## src/rtl/counter.sv

```systemverilog
// rtl/counter.sv - up-counter with parallel load, hold and async active-low clear
// Optional feature macro: COUNTER_SATURATE_EN (saturate at MAX_VALUE instead of wrapping)
module counter #(
  parameter int WIDTH     = 10,
  parameter int MAX_VALUE = 2**WIDTH-1
) (
  input  logic             Count,
  input  logic             Load,
  input  logic             Clear,
  input  logic             Clock,
  input  logic [WIDTH-1:0] D,
  output logic [WIDTH-1:0] Q
);

  localparam logic [WIDTH-1:0] MAX_Q = WIDTH'(MAX_VALUE);
  localparam logic [WIDTH-1:0] ONE   = WIDTH'(1);

  logic             at_max;
  logic [WIDTH-1:0] top_next;

  // Loaded values above MAX_VALUE are treated like MAX_VALUE on the next count.
  assign at_max = (Q >= MAX_Q);

`ifdef COUNTER_SATURATE_EN
  assign top_next = Q;
`else
  assign top_next = '0;
`endif

  always_ff @(posedge Clock or negedge Clear) begin
    if (!Clear) begin
      Q <= '0;
    end else if (Load) begin
      Q <= D;
    end else if (Count) begin
      Q <= at_max ? top_next : Q + ONE;
    end
  end

endmodule

```

## config.mk

```make
export PLATFORM = sky130hd
export DESIGN_NAME = counter
export DESIGN_NICKNAME = d
export VERILOG_FILES = /design/src/rtl/counter.sv
export SDC_FILE = /design/constraint.sdc
export NUM_CORES = 1
export LEC_CHECK = 0
export ABC_AREA = 1
export ABC_CLOCK_PERIOD_IN_PS = 1500
export BUFFER_PORTS_ARGS = -buffer_cell sky130_fd_sc_hd__buf_4
export CAP_MARGIN = 20
export CORE_MARGIN = 2
export CORE_UTILIZATION = 46
export DETAILED_ROUTE_END_ITERATION = 8
export GPL_TIMING_DRIVEN = 1
export PLACE_DENSITY_LB_ADDON = 0.3
export SLEW_MARGIN = 15
export SYNTH_ARGS = -nofsm -noshare
export SYNTH_HDL_FRONTEND = slang
export SYNTH_SLANG_ARGS = --single-unit
```

## constraint.sdc

```tcl
create_clock -name Clock -period 1.5 [get_ports Clock]
set_clock_uncertainty 0.1 [all_clocks]
set_input_delay 0.3 -clock Clock [delete_from_list [all_inputs] [get_ports Clock]]
set_output_delay 0.3 -clock Clock [all_outputs]
set_load 0.03 [all_outputs]
```

# --- Word level (Yosys, flattened, before mapping) ---
# Cells that the tools add are included.
totals:
  register_bits: 10
  out_inout_bits: 10
  in_bits: 14
op_classes:
  n_mux: 3
  order_cmp: 1
  reduce_logical: 1
  add_sub_neg: 1
op_table:
  columns: ["cell", "count"]
  rows:
  - ["$mux W10", 3]
  - ["$add A10 B1 Y10 const B", 1]
  - ["$ge A10 B10 Y1 const B", 1]
  - ["$reduce_bool A2 Y1", 1]

# --- Depth between registers and ports, before layout ---
# Gate-level depths: netlist (run 1).
depth:
  ltp_word: 4
  ltp_mapped: 8
  ltp_nobuf: 8

# --- Worst setup path before layout (run 1) ---
# OpenSTA, ideal clock, no wires.
synth_timing:
  path_type: "flip-flop to flip-flop"
  startpoint: "register Q[0]"
  endpoint: "register Q[7]"
  period_less_slack_ns: 1.543
  n_path_buf: 0
  required_ns: 1.278
  stages_incl_launch_ff: 9
  path_slack_ns: -0.043
  t_arrival_ns: 1.321
  cell_sequence: "dfrtp_1 ha_1 nand2_2 nor2_4 nand3_2 nand2_4 inv_2 nand3_1 nand2_1"
synth_between:
  elab_chain_len: 4
synth_rtl:
  columns: ["element", "line_no", "rtl"]
  rows:
  - ["from (decl)", "12", "output logic [WIDTH-1:0] Q"]
  - ["from (signal assigned)", "36", "Q <= at_max ? top_next : Q + ONE;"]
  - ["$add A10 B1 Y10 or $ge A10 B10 Y1 (tied branches)", "36, 22", null]
  - ["$mux W10 *", "36", null]
  - ["$mux W10 *", "35", "end else if (Count) begin"]
  - ["$mux W10 *", "33", "end else if (Load) begin"]
# Mark *: on every way between the ends. The rest lies on a longest branch, timed or not. The select of a mux whose other input is x is not followed.
# A chain may end at the register's enable or synchronous reset.

# --- Worst setup path in the final report (run 1) ---
layout_timing:
  startpoint: "register Q[0]"
  endpoint: "register Q[9]"
# Same word-level chain as after synthesis.

==> qor.yml, run 1 <==
setup_tns_ns: 0
routed-via-count: 651
ir_worst_vdd_v: 0.000453
grt_pass1_vias: 541
synth-simple-area-share: 0.290
core_region_area_mm2: 0.00130
synth_adder_area_share: 0.0195
worst_slew_pin_slew_ns: 0.217
setup_violating_endpoint_count_in_the_final_report: 0
fmaxAchievable_mhz: 699
layout_worst_path_cycle_share: 0.954
fin_crit_ns: 1.43
initial_core_util: 0.493
post_dp_cell_area_um2: 840
die-height_um: 41.4
reg_top3: "Q (10)"
syn-mean-instance-area_um2: 8.23
h_tree_level_count: 1
max_stage_delay_ns: 0.40
placement_rows: 13
cts-root-to-sink-buffers: 2
worst_ep_arrival_time_ns: 1.49
port-buffer-count: 23
max_cap_violations: 0
slew_viol_final: 0
timing.critical_path.max_delay_family: "simple AND/OR/NAND/NOR gates"
num-nets-final: 125
finalWirelength_um: 1580
clock_pin_slew_reported_for_the_worst_setup_and_hold_paths_after_clock_tree_synthesis_ns: 0.08
area_delta_synth_final_pct: 40.4
netlist_area_um2: 642
fp.dieW_um: 41.4
largest_register: "Q"
final_design_area_no_fill_um2: 901
grt_overflow_total: 0
yosys_register_bits: 10
dp_hpwl_um: 1100
final_layout_size_suffix_gt1_frac: 0.394
clk_latency_ns: 0.27
synth_compound_area_frac: 0.187
p_per_area_mw_per_mm2: 908
drt_iter0_drc: 15
slowest_stage: "sky130_fd_sc_hd__dfrtp_2"
largest_register_ffs: 10
full_die_area_mm2: 0.00171
wire_length_of_the_first_global_routing_pass_um: 2250
worst_case_headroom_to_the_max_slew_limit: 0.855
critical_path_buf_inv_count: 1
worst_ep_required_time_ns: 1.55
synth_top_family_by_area: "simple AND/OR/NAND/NOR gates"
crit_fanout: 5
outcome: "finished, final reports clean"
cts-buffers-inserted: 3
yosys_warnings: 0
layout_commonest_cell: "sky130_fd_sc_hd__buf_4"
diodes: 0
mappedNetlistNets: 93
final-hold-violation-count: 0
wl_per_cell_um: 12.8
synth-xor-area-share: 0.0546
detail_route.drc_violations: 0
firstDrtPassIters: 4
cts_tree: "done"
mostFrequentLayoutCells: "sky130_fd_sc_hd__buf_4 (27), sky130_fd_sc_hd__nand2_1 (18), sky130_fd_sc_hd__a22oi_1 (10)"
final_core_util: 0.692
route.antenna.remaining_nets: 0
syn-instance-count: 78
cts_sinks: 10
gp_routability_congestion: 0.871
design.portCount: 24
power.total_w: 0.000818
initial_antenna_violation_count: 0
grtUsageTotal: 0.200
per_cell_via_count_in_the_routed_design: 5.25
hold_class: "in -> reg"
criticalPathCategory: "reg -> reg"
ctsRootBufferMaster: "sky130_fd_sc_hd__clkbuf_4"
post_synth_cell_types: 20
critical_path.startpoint_type: "flip-flop"
ys_seq_area_frac: 0.390
endpoint_kind: "flip-flop"
grt_start_max_net_pins: 13
crit_chain: "ha_2 > nand2_2 > nor2_4 > nand3_2 > nand2_4 > inv_2 > nand3_1 > nand2_1"
power_leakage_nw: 0.441
synth_mux_area_frac: 0
==> cells in the mapped netlist <==
cell                        n  share of area
sky130_fd_sc_hd__nand2_4    1          0.018
sky130_fd_sc_hd__nor2_2     1         0.0098
sky130_fd_sc_hd__nor2_4     3          0.053
sky130_fd_sc_hd__nand2_2    2          0.019
sky130_fd_sc_hd__xor2_1     2          0.027
sky130_fd_sc_hd__nand4_1    1         0.0098
sky130_fd_sc_hd__buf_1      1         0.0058
sky130_fd_sc_hd__nand3_2    2          0.031
sky130_fd_sc_hd__inv_2      1         0.0058
sky130_fd_sc_hd__o21ai_0    7          0.055
sky130_fd_sc_hd__nand3b_1   1          0.012
sky130_fd_sc_hd__nand3_1    2          0.016
sky130_fd_sc_hd__a21oi_1    2          0.016
sky130_fd_sc_hd__nor2_1     3          0.018
sky130_fd_sc_hd__nand2_1   18           0.11
sky130_fd_sc_hd__dfrtp_1   10           0.39
sky130_fd_sc_hd__ha_1       1          0.019
sky130_fd_sc_hd__inv_1      8          0.047
sky130_fd_sc_hd__a22oi_1   10           0.12
sky130_fd_sc_hd__xnor2_1    2          0.027
==> worst paths after layout <==
path | startpoint | endpoint | slack (ns) | depth (start not counted)
max in group asynchronous | Clear | Q[1] | 0.85 | 2
worst min-delay path | D[3] | Q[3] | 0.17 | 3
worst max-delay path | Q[0] | Q[9] | 0.07 | 8
worst min register to register | Q[0] | Q[0] | 0.47 | 1
worst max register to register | Q[0] | Q[9] | 0.07 | 8
min in group asynchronous | Clear | Q[2] | 0.29 | 2
==> kinds of logic after synthesis <==
family,after synthesis
and+or+nand+nor,34
xor gates and xnor gates,4
buffers and inverters,10
AOI/OAI and AO/OA,19
adders and majority gates,1
DFF,10
==> worst min-delay path, delay by kind of cell <==
family	cells	cell delay, ns
AO/OA/AOI/OAI	2	0.14
buffers and inverters	1	0.07
==> per-layer routing <==
| layer | global-route usage | part of all wire | up-vias |
|---|---|---|---|
| li1 | - | - | 324 |
| met1 | 0.285 | 0.44 | 300 |
| met2 | 0.305 | 0.48 | 22 |
| met3 | 0.0319 | 0.064 | 5 |
| met4 | 0.0726 | 0.011 | 0 |
| met5 | 0 | 0 | - |
==> through the flow <==
step	instances	setup WS [ns]	hold WS (ns)
2_1_floorplan	78	0.0695	-0.0956
3_3_place_gp	116	0.151	0.0373
3_5_place_dp	116	0.0852	0.0390
4_1_cts	121	0.0709	0.176
5_1_grt	124	-0.0161	0.184
6_report	124	0.0692	0.170
==> timing repair <==
item	CTS	global route
setup endpoints to repair	0	3
hold buffers	1	0
hold endpoints to repair	10	0
resized for setup	0	1
buffers inserted	0	3
==> layout make-up <==
type	instances	area [um^2]
tap	15	18.8
multi-input combinational	58	357
sequential	10	253
clock buffer	4	26.3
timing repair buffer	28	213
fill	108	400
inverter	9	33.8
==> power by group <==
| part | total, W | internal (W) | switching (W) | leakage [nW] |
|---|---|---|---|---|
| combinational | 0.000263 | 0.000113 | 0.000150 | 0.306 |
| sequential | 0.000347 | 0.000301 | 0.0000466 | 0.120 |
| clock | 0.000208 | 0.000103 | 0.000105 | 0.0150 |
| total | 0.000818 | 0.000517 | 0.000301 | 0.441 |
Power figures use the tool's default switching activity.
==> run 2: changes to the inputs <==
Settings changed: BUFFER_PORTS_ARGS -buffer_cell sky130_fd_sc_hd__buf_4 to default, CORE_AREA from default to 2 2 39 41, CORE_MARGIN 2 to default, CORE_UTILIZATION 46 to default, DIE_AREA from default to 0 0 41 43, DONT_BUFFER_PORTS from default to 1, TNS_END_PERCENT from default to 1.
==> run 2 against run 1 <==
Via count is 8.1% lower. Largest power group unchanged. Die area up 3.1%. Count of clock-buffer cells in the layout is the same. Hold slack lost 0.092 ns. Critical path type unchanged. Sequential power is 4% lower. Fmax increased by 4.8%. Final cell count shrank 13%. Non-clock buffer count decreased by 17. First-iteration DRC count fell by 60%.
==> qor.yml, run 2 (same netlist as run 1, synthesis figures left out) <==
postCtsSetupRepairBufs: 0  # unchanged
clk_latency_ns: 0.27  # about the same
full_die_area_mm2: 0.00176  # +3.1%
initial_antenna_violation_count: 0  # unchanged
setup_violating_endpoint_count_in_the_final_report: 0  # unchanged
post_dp_cell_area_um2: 736  # -12%
grtUsageTotal: 0.202  # +0.00181
dp_hpwl_um: 1140  # +4.4%
worst_slew_pin_slew_ns: 0.487  # +0.270 ns
ir_worst_vdd_v: 0.000445  # -1.9%
grt_pass1_vias: 581  # +7.4%
criticalPathCategory: "reg -> reg"
final_design_area_no_fill_um2: 772  # -14%
mostFrequentLayoutCells: "sky130_fd_sc_hd__nand2_1 (18), sky130_fd_sc_hd__a22oi_1 (10), sky130_fd_sc_hd__buf_4 (10)"
worst_case_headroom_to_the_max_slew_limit: 0.675  # -0.180
per_cell_via_count_in_the_routed_design: 5.54  # +5.5%
p_per_area_mw_per_mm2: 1000  # +10%
layout_worst_path_cycle_share: 0.910  # -0.0440
drt_iter0_drc: 6  # -9
wire_length_of_the_first_global_routing_pass_um: 2420  # +7.4%
cts_sinks: 10  # unchanged
port-buffer-count: 0  # -100%
finalWirelength_um: 1520  # -4.0%
hold_class: "in -> reg"
endpoint_kind: "flip-flop"
routed-via-count: 598  # -8.1%
final_layout_size_suffix_gt1_frac: 0.272  # -0.123
placement_rows: 14  # +1
worst_ep_arrival_time_ns: 1.42  # -0.07 ns
ctsResizeCount: 0  # unchanged
largest_register_ffs: 10  # unchanged
detail_route.drc_violations: 0  # unchanged
clock_pin_slew_reported_for_the_worst_setup_and_hold_paths_after_clock_tree_synthesis_ns: 0.07  # about the same
die-height_um: 43  # +4.0%
ctsRootBufferMaster: "sky130_fd_sc_hd__clkbuf_4"
fp.dieW_um: 41  # -0.86%
cts-root-to-sink-buffers: 2  # unchanged
final-hold-violation-count: 0  # unchanged
setup_tns_ns: 0  # unchanged
largest_register: "Q"
route.antenna.remaining_nets: 0  # unchanged
grt_overflow_total: 0  # unchanged
h_tree_level_count: 1  # unchanged
critical_path.startpoint_type: "flip-flop"
design.portCount: 24  # unchanged
wl_per_cell_um: 14.1  # +10%
outcome: "finished, final reports clean"
num-nets-final: 108  # -14%
finalHoldWorstSlack_ns: 0.0777  # -0.0920 ns
final_core_util: 0.558  # -0.134
cts_tree: "done"
crit_fanout: 5  # unchanged
grt_start_max_net_pins: 13  # unchanged
firstDrtPassIters: 4  # unchanged
area_delta_synth_final_pct: 20.3
power.total_w: 0.000773  # -5.5%
slew_viol_final: 0  # unchanged
worst_ep_required_time_ns: 1.56  # about the same
core_region_area_mm2: 0.00138  # +6.3%
power_leakage_nw: 0.360  # -18%
diodes: 0  # unchanged
rsz0062_at_grt: "no"
fin_crit_ns: 1.36  # -0.0660 ns
fmaxAchievable_mhz: 733  # +4.8%
initial_core_util: 0.464  # -0.0294
gp_routability_congestion: 0.843  # -3.2%
max_cap_violations: 0  # unchanged
cts-buffers-inserted: 3  # unchanged
layout_commonest_cell: "sky130_fd_sc_hd__nand2_1"
reg_top3: "Q (10)"
run 2: critical path: stages, from the launching register on:
cell	delay, ns
sky130_fd_sc_hd__dfrtp_2	0.37
sky130_fd_sc_hd__ha_1	0.20
sky130_fd_sc_hd__nand2_2	0.09
sky130_fd_sc_hd__nor2_4	0.12
sky130_fd_sc_hd__nand3_2	0.10
sky130_fd_sc_hd__nand2_4	0.09
sky130_fd_sc_hd__inv_2	0.06
sky130_fd_sc_hd__nand3_1	0.07
sky130_fd_sc_hd__nand2_1	0.05
run 2: final timing paths:
check / from / to / slack (ns) / depth (start not counted)
worst min register to register: Q[1] / Q[1] / 0.50 / 3
worst max-delay path: Q[0] / Q[7] / 0.14 / 8
min in group asynchronous: Clear / Q[3] / 0.32 / 1
worst min-delay path: Load / Q[1] / 0.08 / 2
max in group asynchronous: Clear / Q[1] / 0.63 / 1
worst max register to register: Q[0] / Q[7] / 0.14 / 8
run 2: layout make-up:
| cell class | instances | area (um^2) |
|---|---|---|
| tap | 16 | 20.0 |
| timing repair buffer | 11 | 85.1 |
| clock buffer | 4 | 26.3 |
| inverter | 9 | 33.8 |
| sequential | 10 | 253 |
| fill | 136 | 612 |
| multi-input combinational | 58 | 354 |
run 2: power breakdown:
group	total [W]	internal (W)	switching, W
logic	0.000237	0.0000851	0.000152
clock network	0.000202	0.000103	0.0000993
registers	0.000334	0.000301	0.0000332
total	0.000773	0.000489	0.000284
run 2: layer usage:
metal | routed length [um] | track usage | part of all wire
met5 | 0 | 0 | 0
met4 | 22 | 0.0800 | 0.014
met3 | 85 | 0.0419 | 0.056
met2 | 744 | 0.313 | 0.49
met1 | 667 | 0.263 | 0.44
run 2: repair_timing:
action,4_1_cts,5_1_grt
setup endpoints to repair,0,0
hold buffers,1,0
hold endpoints to repair,10,0
run 2: stage by stage:
stage                     worst slack, ns  std cells
after floorplan                    0.0695         78
after global placement              0.187        103
after detailed placement            0.163        103
after CTS                           0.141        108
after global routing               0.0405        108
final                               0.135        108
==> run 3: changes to the inputs <==
Settings changed: REMOVE_ABC_BUFFERS from default to 1.
==> run 3 against run 2 <==
Die area stayed put. Global-route usage is 1.1 points higher. Routed wire length is 6.0% higher. Largest cell class unchanged. Highest routed layer unchanged.
==> qor.yml, run 3 (same netlist as run 1, synthesis figures left out) <==
outcome: "finished, final reports clean"
hold_class: "in -> reg"
finalWirelength_um: 1610  # +6.0%
route.antenna.remaining_nets: 0  # unchanged
clock_pin_slew_reported_for_the_worst_setup_and_hold_paths_after_clock_tree_synthesis_ns: 0.07  # about the same
clk_latency_ns: 0.27  # about the same
dp.cells: 103  # unchanged
power.total_w: 0.000827  # +7.0%
max_stage_delay_ns: 0.36  # about the same
worst_slew_pin_slew_ns: 0.482  # -0.00449 ns
criticalPathCategory: "reg -> reg"
num-nets-final: 108  # unchanged
placement_rows: 14  # unchanged
final-hold-violation-count: 0  # unchanged
worst_case_headroom_to_the_max_slew_limit: 0.677  # +0.00228
layout_worst_path_cycle_share: 0.927  # +0.0170
reg_top3: "Q (10)"
mostFrequentLayoutCells: "sky130_fd_sc_hd__nand2_1 (18), sky130_fd_sc_hd__dfrtp_1 (10), sky130_fd_sc_hd__a22oi_1 (10), sky130_fd_sc_hd__buf_4 (10), sky130_fd_sc_hd__inv_1 (8)"
slew_viol_final: 0  # unchanged
endpoint_kind: "flip-flop"
slowest_stage: "sky130_fd_sc_hd__dfrtp_1"
p_per_area_mw_per_mm2: 1060  # +6.0%
dp_hpwl_um: 1220  # +6.4%
top_cell_by_count_worst_path: "sky130_fd_sc_hd__nand2_1"
rsz0062_at_grt: "no"
ctsRootBufferMaster: "sky130_fd_sc_hd__clkbuf_4"
wire_length_of_the_first_global_routing_pass_um: 2500  # +3.4%
critical_path.startpoint_type: "flip-flop"
initial_core_util: 0.464  # unchanged
max_cap_violations: 0  # unchanged
full_die_area_mm2: 0.00176  # unchanged
design.portCount: 24  # unchanged
cts_tree: "done"
postLayoutSetupSlackWorst_ns: 0.110  # -0.0255 ns
firstDrtPassIters: 4  # unchanged
diodes: 0  # unchanged
setup_violating_endpoint_count_in_the_final_report: 0  # unchanged
core_region_area_mm2: 0.00138  # unchanged
cts_sinks: 10  # unchanged
layout_commonest_cell: "sky130_fd_sc_hd__nand2_1"
detail_route.drc_violations: 0  # unchanged
port-buffer-count: 0  # unchanged
cts-root-to-sink-buffers: 2  # unchanged
gp_routability_congestion: 0.825  # -2.1%
grtUsageTotal: 0.213  # +0.0105
area_delta_synth_final_pct: 21.4
crit_chain: "ha_1 > nand2_2 > nor2_4 > nand3_2 > nand2_4 > inv_2 > nand2_1 > nand2_1"
critical_path_buf_inv_count: 1  # unchanged
final_layout_size_suffix_gt1_frac: 0.261  # -0.0109
fmaxAchievable_mhz: 719  # -1.8%
initial_antenna_violation_count: 0  # unchanged
h_tree_level_count: 1  # unchanged
routed-via-count: 593  # -0.84%
drt_iter0_drc: 12  # +6
largest_register: "Q"
grt_start_max_net_pins: 13  # unchanged
final_core_util: 0.563  # +0.00543
crit_fanout: 5  # unchanged
grt_overflow_total: 0  # unchanged
largest_register_ffs: 10  # unchanged
layoutNonFillerInstCount: 108  # unchanged
power_leakage_nw: 0.368  # +2.3%
wl_per_cell_um: 14.9  # +6.0%
dp_worst_setup_slack_ns: 0.124  # -0.0391 ns
per_cell_via_count_in_the_routed_design: 5.49  # -0.84%
die-height_um: 43  # unchanged
worst_ep_arrival_time_ns: 1.45  # +0.03 ns
fin_crit_ns: 1.39  # +0.0255 ns
grt_pass1_vias: 593  # +2.1%
ctsResizeCount: 0  # unchanged
cts-buffers-inserted: 3  # unchanged
timing.critical_path.max_delay_family: "simple AND/OR/NAND/NOR gates"
ir_worst_vdd_v: 0.000710  # +60%
worst_ep_required_time_ns: 1.56  # about the same
fp.dieW_um: 41  # unchanged
[run 3: cell count changes in the layout (fill, tap and decap cells not counted)]
cell and delta:
sky130_fd_sc_hd__dfrtp_1 +2, sky130_fd_sc_hd__clkbuf_1 -1, sky130_fd_sc_hd__dfrtp_2 -2, sky130_fd_sc_hd__clkbuf_8 +1
[run 3: power breakdown]
part / switching (W) / internal (W) / total, W
clock network: 0.000107 / 0.000148 / 0.000255
logic: 0.000156 / 0.0000852 / 0.000241
registers: 0.0000322 / 0.000299 / 0.000332
total: 0.000295 / 0.000532 / 0.000827
[run 3: worst register-to-register path: cells and delay by family (launching register included)]
kind	cells	cell delay [ns]
DFF	1	0.36
and+or+nand+nor	6	0.56
buffers and inverters	1	0.05
adders and majority gates	1	0.21
[run 3: area by class of cell]
class	instances	area, um^2
multi-input cells	58	354
flip-flops and latches	10	250
well taps	16	20.0
fillers	135	604
inverters	9	33.8
repair buffers	11	85.1
clock buffers	4	36.3
[run 3: layer usage]
| layer | part of all wire | up-vias | GRT usage | routed length [um] |
|---|---|---|---|---|
| li1 | - | 293 | - | - |
| met1 | 0.44 | 277 | 0.264 | 709 |
| met2 | 0.48 | 19 | 0.306 | 778 |
| met3 | 0.055 | 4 | 0.0785 | 88 |
| met4 | 0.022 | 0 | 0.113 | 35 |
| met5 | 0 | - | 0 | 0 |
[run 3: final timing paths]
check                      start    to  slack (ns)  cells past startpoint
setup / recovery            Q[0]  Q[5]        0.11                      8
hold / removal              Load  Q[1]        0.08                      2
setup reg to reg            Q[0]  Q[5]        0.11                      8
hold reg to reg             Q[1]  Q[1]        0.50                      3
max in group asynchronous  Clear  Q[5]        0.66                      1
min in group asynchronous  Clear  Q[3]        0.32                      1
[run 3: what timing repair did]
action / CTS / global route
endpoints found under the hold margin: 10 / 0
buffers inserted: 0 / 0
hold buffers: 1 / 0
[run 3: through the flow]
stage | TNS [ns] | area, um^2 | hold slack [ns]
4_1_cts | 0 | 779 | 0.0788
2_1_floorplan | -0.159 | 638 | -0.0956
3_5_place_dp | 0 | 733 | -0.0953
6_report | 0 | 779 | 0.0799
3_3_place_gp | 0 | 733 | -0.0953
5_1_grt | 0 | 779 | 0.0870
